<file path="src/rtl/synth_pkg.sv">
// Shared constants and types for the synth voice path.
// Generators and the voice allocator both import this package.
package synth_pkg;

    localparam int FREQ_W          = 16;
    localparam int AMP_W           = 6;
    localparam int CLOCK_FREQUENCY = 50000000;

    typedef enum logic [1:0] {
        IDLE    = 2'd0,
        HELD    = 2'd1,
        RELEASE = 2'd2
    } voice_state_t;

endpackage

</file>
<file path="src/rtl/voice_slot.sv">
// One generator slot: holds the note state, frequency, amplitude and age rank,
// and applies the linear release decay on each prescaler tick.
module voice_slot
    import synth_pkg::*;
#(
    parameter int RANK_W     = 2,
    parameter int RESET_RANK = 0
) (
    input  logic              clk,
    input  logic              reset_n,
    input  logic              i_load,
    input  logic              i_release,
    input  logic              i_rank_zero,
    input  logic              i_rank_inc,
    input  logic              i_tick,
    input  logic [FREQ_W-1:0] i_key_freq,
    input  logic [AMP_W-1:0]  i_key_amp,
    output logic              o_match_active,
    output logic              o_match_held,
    output logic              o_idle,
    output logic [RANK_W-1:0] o_rank,
    output logic [FREQ_W-1:0] o_freq,
    output logic [AMP_W-1:0]  o_amp,
    output logic              o_active
);

    voice_state_t      r_state;
    logic [FREQ_W-1:0] r_freq;
    logic [AMP_W-1:0]  r_amp;
    logic [RANK_W-1:0] r_rank;

    // An event on this slot takes precedence over a coincident tick.
    always_ff @(posedge clk) begin
        if (!reset_n) begin
            r_state <= IDLE;
            r_freq  <= '0;
            r_amp   <= '0;
            r_rank  <= RANK_W'(RESET_RANK);
        end else begin
            if (i_load) begin
                r_state <= HELD;
                r_freq  <= i_key_freq;
                r_amp   <= i_key_amp;
            end else if (i_release) begin
                r_state <= RELEASE;
            end else if (i_tick && (r_state == RELEASE)) begin
                if (r_amp > AMP_W'(1)) begin
                    r_amp <= r_amp - 1'b1;
                end else begin
                    r_amp   <= '0;
                    r_freq  <= '0;
                    r_state <= IDLE;
                end
            end

            if (i_rank_zero) begin
                r_rank <= '0;
            end else if (i_rank_inc) begin
                r_rank <= r_rank + 1'b1;
            end
        end
    end

    always_comb begin
        o_match_active = (r_state != IDLE) && (r_freq == i_key_freq);
        o_match_held   = (r_state == HELD) && (r_freq == i_key_freq);
        o_idle         = (r_state == IDLE);
        o_active       = (r_state != IDLE);
        o_rank         = r_rank;
        o_freq         = r_freq;
        o_amp          = r_amp;
    end

endmodule

</file>
<file path="src/rtl/voice_allocator.sv">
// Polyphonic voice allocator: accepts key events, assigns notes to generator
// slots (retrigger, then free slot, then steal oldest) and runs release decay.
module voice_allocator
    import synth_pkg::*;
#(
    parameter int NUM_VOICES          = 4,
    parameter int RELEASE_STEP_CYCLES = 500000
) (
    input  logic                         clk,
    input  logic                         reset_n,
    input  logic                         key_valid,
    output logic                         key_ready,
    input  logic                         key_on,
    input  logic [FREQ_W-1:0]            key_freq,
    input  logic [AMP_W-1:0]             key_amp,
    output logic [FREQ_W*NUM_VOICES-1:0] voice_freq,
    output logic [AMP_W*NUM_VOICES-1:0]  voice_amp,
    output logic [NUM_VOICES-1:0]        voice_active
);

    localparam int unsigned NV      = NUM_VOICES;
    localparam int          RANK_W  = $clog2(NUM_VOICES);
    localparam int          PRESC_W = (RELEASE_STEP_CYCLES > 1) ? $clog2(RELEASE_STEP_CYCLES) : 1;

    localparam logic [0:0]         S_WAIT      = 1'b0;
    localparam logic [0:0]         S_APPLY     = 1'b1;
    localparam logic [RANK_W-1:0]  RANK_OLDEST = RANK_W'(NUM_VOICES - 1);
    localparam logic [PRESC_W-1:0] PRESC_MAX   = PRESC_W'(RELEASE_STEP_CYCLES - 1);

    logic [0:0]         r_state;
    logic               r_key_on;
    logic [FREQ_W-1:0]  r_key_freq;
    logic [AMP_W-1:0]   r_key_amp;
    logic [PRESC_W-1:0] r_presc;

    logic               w_tick;
    logic               w_press;
    logic               w_rel;
    logic               w_hit_any;
    logic               w_idle_any;
    logic [RANK_W-1:0]  w_hit_idx;
    logic [RANK_W-1:0]  w_idle_idx;
    logic [RANK_W-1:0]  w_old_idx;
    logic [RANK_W-1:0]  w_tgt;
    logic [RANK_W-1:0]  w_tgt_rank;

    logic [NUM_VOICES-1:0] w_match_active;
    logic [NUM_VOICES-1:0] w_match_held;
    logic [NUM_VOICES-1:0] w_idle;
    logic [NUM_VOICES-1:0] w_load;
    logic [NUM_VOICES-1:0] w_release;
    logic [NUM_VOICES-1:0] w_rank_inc;
    logic [RANK_W-1:0]     w_rank [NUM_VOICES];

    assign w_tick    = (r_presc == PRESC_MAX);
    assign key_ready = (r_state == S_WAIT);

    always_ff @(posedge clk) begin
        if (!reset_n) begin
            r_presc <= '0;
        end else if (w_tick) begin
            r_presc <= '0;
        end else begin
            r_presc <= r_presc + 1'b1;
        end
    end

    always_ff @(posedge clk) begin
        if (!reset_n) begin
            r_state    <= S_WAIT;
            r_key_on   <= 1'b0;
            r_key_freq <= '0;
            r_key_amp  <= '0;
        end else begin
            case (r_state)
                S_WAIT: begin
                    if (key_valid) begin
                        r_key_on   <= key_on;
                        r_key_freq <= key_freq;
                        r_key_amp  <= key_amp;
                        r_state    <= S_APPLY;
                    end
                end
                default: r_state <= S_WAIT;
            endcase
        end
    end

    // Target priority: retrigger a sounding note, else lowest free slot, else oldest.
    always_comb begin
        w_press    = (r_state == S_APPLY) && r_key_on && (r_key_freq != '0) && (r_key_amp != '0);
        w_rel      = (r_state == S_APPLY) && !r_key_on;
        w_hit_any  = 1'b0;
        w_idle_any = 1'b0;
        w_hit_idx  = '0;
        w_idle_idx = '0;
        w_old_idx  = '0;
        for (int unsigned i = 0; i < NV; i++) begin
            if (w_match_active[i] && !w_hit_any) begin
                w_hit_any = 1'b1;
                w_hit_idx = RANK_W'(i);
            end
            if (w_idle[i] && !w_idle_any) begin
                w_idle_any = 1'b1;
                w_idle_idx = RANK_W'(i);
            end
            if (w_rank[i] == RANK_OLDEST) begin
                w_old_idx = RANK_W'(i);
            end
        end
        if (w_hit_any) begin
            w_tgt = w_hit_idx;
        end else if (w_idle_any) begin
            w_tgt = w_idle_idx;
        end else begin
            w_tgt = w_old_idx;
        end
        w_tgt_rank = w_rank[w_tgt];
    end

    always_comb begin
        w_load     = '0;
        w_release  = '0;
        w_rank_inc = '0;
        for (int unsigned i = 0; i < NV; i++) begin
            w_load[i]     = w_press && (w_tgt == RANK_W'(i));
            w_rank_inc[i] = w_press && (w_rank[i] < w_tgt_rank);
            w_release[i]  = w_rel && w_match_held[i];
        end
    end

    for (genvar g = 0; g < NUM_VOICES; g++) begin : g_slot
        voice_slot #(
            .RANK_W     (RANK_W),
            .RESET_RANK (g)
        ) u_slot (
            .clk            (clk),
            .reset_n        (reset_n),
            .i_load         (w_load[g]),
            .i_release      (w_release[g]),
            .i_rank_zero    (w_load[g]),
            .i_rank_inc     (w_rank_inc[g]),
            .i_tick         (w_tick),
            .i_key_freq     (r_key_freq),
            .i_key_amp      (r_key_amp),
            .o_match_active (w_match_active[g]),
            .o_match_held   (w_match_held[g]),
            .o_idle         (w_idle[g]),
            .o_rank         (w_rank[g]),
            .o_freq         (voice_freq[FREQ_W*g +: FREQ_W]),
            .o_amp          (voice_amp[AMP_W*g +: AMP_W]),
            .o_active       (voice_active[g])
        );
    end

endmodule

</file>
<file path="config.mk">
export PLATFORM = sky130hd
export DESIGN_NAME = voice_allocator
export DESIGN_NICKNAME = d
export VERILOG_FILES = /design/src/rtl/synth_pkg.sv /design/src/rtl/voice_slot.sv /design/src/rtl/voice_allocator.sv
export SDC_FILE = /design/constraint.sdc
export NUM_CORES = 1
export LEC_CHECK = 0
export BUFFER_PORTS_ARGS = -buffer_cell sky130_fd_sc_hd__buf_2
export CORE_ASPECT_RATIO = 0.5
export CORE_MARGIN = 10
export CORE_UTILIZATION = 45
export CTS_CLUSTER_DIAMETER = 60
export CTS_CLUSTER_SIZE = 30
export DETAILED_ROUTE_END_ITERATION = 12
export PLACE_DENSITY = 0.8
export SLEW_MARGIN = 30
export SYNTH_ARGS = -nofsm -noshare
export SYNTH_HDL_FRONTEND = slang
export SYNTH_SLANG_ARGS = --single-unit
</file>
<file path="constraint.sdc">
create_clock -name clk -period 2.6 [get_ports clk]
set_input_delay 0.26 -clock clk [delete_from_list [all_inputs] [get_ports clk]]
set_output_delay 0.26 -clock clk [all_outputs]
set_load 0.02 [all_outputs]
</file>
==> results.toml <==
[timing]
slew_headroom_pct = 34.9
tightest_slew_ns = 0.975
fin_ws_ns = -1.03
timing.final.crit_share_pct = 140
setup_viol = 104
rsz0062_at_grt = "yes"
period_needed_ns = 3.63
fmax_mhz = 276
skew_ns = 0.0174
slew_violations = 0
hold_viol = 0

[floorplanning]
coreArea_mm2 = 0.0164
ios = 119
start_util_pct = 46.0
die-area_mm2 = 0.0227
dieHeight_um = 112
die_width_um = 203
core.rowCount = 33

[clock_network]
cts-root-buf = "clkbuf_16"
clk_pin_slew_worst_paths_ns = 0.07
clock_path_buffers = 2
cts_max_level = 4
cts_tree = "yes"
clock_sinks = 147
clock_latency_ns = 0.45
cts_buffers = 17

[job]
drv_cap = 0

[route]
antenna_left = 0
drc_errors = 0
dr.first_iter.drc_count = 1776
wirelength_um = 39800
firstDrtPassIters = 9
vias = 9691
routed_via_density = 6.79
wl_per_cell_um = 27.9

[place]
globalplace.congestion = 0.948
place_ws_ns = -0.644
dpl.hpwl_um = 18200
port_buffers = 118
dpl-instance-area_mm2 = 0.00965

[outcome]
status = "finished with violations"
violations = "setup timing"

[hold_path]
min_path_type = "in2reg"

[layout]
ff_latch_area_mm2 = 0.00299
nets = 1225
postLayoutCoreUtil_pct = 71.7
final_area_mm2 = 0.0118
mostFrequentLayoutCell = "buf_4"
multi_input_area_mm2 = 0.00511
nFillCells = 933
layout_common_cells = "buf_4 (197), dfxtp_1 (132), buf_2 (118)"
area_growth_pct = 56.0
drive_gt1_share_pct = 46.9

[synthesis]
yosysSeqAreaShare_pct = 38.9
synth_top_cell_by_area = "dfxtp_1"
synth_top_flop_cell = "dfxtp_1"
ys_ff_latch = 147
yosysTopAreaCellShare_pct = 38.9
ys_types = 64
yosys_warnings = 0
synth_fp_nets = 906
avgSynthCellArea_um2 = 8.71
synth_area_leaders = "dfxtp_1 (39%), xor2_1 (8.7%), nand2_1 (5.1%)"
syn_inst = 868
ys_async_sr_fraction_pct = 0
synth_edf_count = 0
syn_area_mm2 = 0.00756

[worst_setup_path]
ff2ff_path_depth = 13
critPathLaunchType = "register"
r2r-end = "g_slot[0].u_slot.o_rank[0]$_SDFFE_PP0P_"
critical_path.startpoint = "g_slot[0].u_slot.o_freq[5]$_SDFFE_PN0P_"
crit_path_end = "g_slot[0].u_slot.o_rank[0]$_SDFFE_PP0P_"
crit_path_end_kind = "register"
cp.required_ns = 2.94
rr_startpoint = "g_slot[0].u_slot.o_freq[5]$_SDFFE_PN0P_"
crit_type = "reg2reg"
cp_max_fo = 5
crit_arrival_ns = 3.97
r2r_slack_ns = -1.03

[global_routing]
grt_max_degree = 80
grt-ovfl-total = 0
grt_pass1_vias = 8874
antenna_found_initial = 1
grt_pass1_wl_um = 49400
grt_usage_pct = 27.3

[pwr]
peakVddDrop_mv = 0.334
total_power_uw = 5580
p_per_area_mw_per_mm2 = 474
p_leak_uw = 0.00557
==> worst min path at each step <==
stage / end / startpoint / depth (start not counted)
3_5_place_dp: r_key_on$_SDFFE_PN0P_ / r_key_on$_SDFFE_PN0P_ / 2
3_3_place_gp: r_key_on$_SDFFE_PN0P_ / r_key_on$_SDFFE_PN0P_ / 2
4_1_cts: r_key_freq[7]$_SDFFE_PN0P_ / key_freq[7] / 3
6_report: r_key_freq[8]$_SDFFE_PN0P_ / key_freq[8] / 3
5_1_grt: r_key_freq[7]$_SDFFE_PN0P_ / key_freq[7] / 3
2_1_floorplan: r_key_freq[10]$_SDFFE_PN0P_ / key_freq[10] / 2
==> through the flow <==
step	setup TNS, ns	cells	hold WS [ns]
3_3_place_gp	-33.45	1345	0.478
5_1_grt	-70.46	1428	0.0650
3_5_place_dp	-41.18	1345	0.494
2_1_floorplan	-0.284	868	0.405
4_1_cts	-5.09	1411	0.0725
6_report	-75.39	1428	0.0543
==> Yosys cell counts (all sizes together), types with 9 or more instances <==
library cell and count:
dfxtp 147, nand2 102, xor2 75, nor2b 51
a22oi 50, a21boi 43, nor2 37, nand3 35
clkbuf 33, buf 32, nor3 32, inv 27
nor4 27, o211a 26, a21oi 25, ha 12
nand4 9
==> critical path, cell delays in order, from the launching register on <==
cell and delay [ns]:
dfxtp_1 0.57, xor2_1 0.24, nor4_2 0.60, nand4_1 0.21, buf_6 0.18, o22ai_4 0.20, buf_6 0.13, o32a_1 0.17
buf_6 0.14, a311oi_2 0.07, buf_4 0.19, o41ai_4 0.34, nand3_1 0.14, a221oi_2 0.33
==> sequential cells by signal (all words and copies together), names as in the netlist <==
| signal | count |
|---|---|
| r_key_on | 1 |
| g_slot.u_slot.o_rank | 8 |
| r_key_freq | 16 |
| r_state | 1 |
| g_slot.u_slot.r_state | 8 |
| r_key_amp | 6 |
| g_slot.u_slot.o_amp | 24 |
| r_presc | 19 |
| g_slot.u_slot.o_freq | 64 |
==> routing by layer <==
metal	vias to the layer above	track usage [%]	wire, um
li1	3733	-	-
met2	1096	44.1	16600
met3	447	8.51	5570
met4	0	19.8	4000
met5	-	0	0
met1	4415	30.3	13600
==> kinds of logic after synthesis <==
logic type,synth area share (%)
adders and majority gates,1.99
AOI/OAI and AO/OA,20.7
and+or+nand+nor,22.6
muxes,0.265
buffers and inverters,6.09
xor gates and xnor gates,9.39
DFF,38.9
==> cell type report <==
class | count | area share (%)
Tap cell | 227 | 2.41
Multi-Input combinational cell | 631 | 43.3
Sequential cell | 147 | 25.3
Inverter | 27 | 0.860
Antenna cell | 1 | 0.0212
Timing Repair Buffer | 363 | 23.0
Clock buffer | 22 | 4.02
Clock inverter | 10 | 1.04
==> timing repair <==
item                       CTS  global route
hold buffers                 0             0
setup endpoints to repair  104           104
buffers inserted            28            16
resized for setup          179            93
pin swaps                   49            50
gates cloned                 7             2
==> power by group <==
part | internal (uW) | switching, uW
combinational | 253 | 347
clock | 1500 | 1130
sequential | 2280 | 69.3
total | 4030 | 1550
Power figures use the tool's default switching activity.
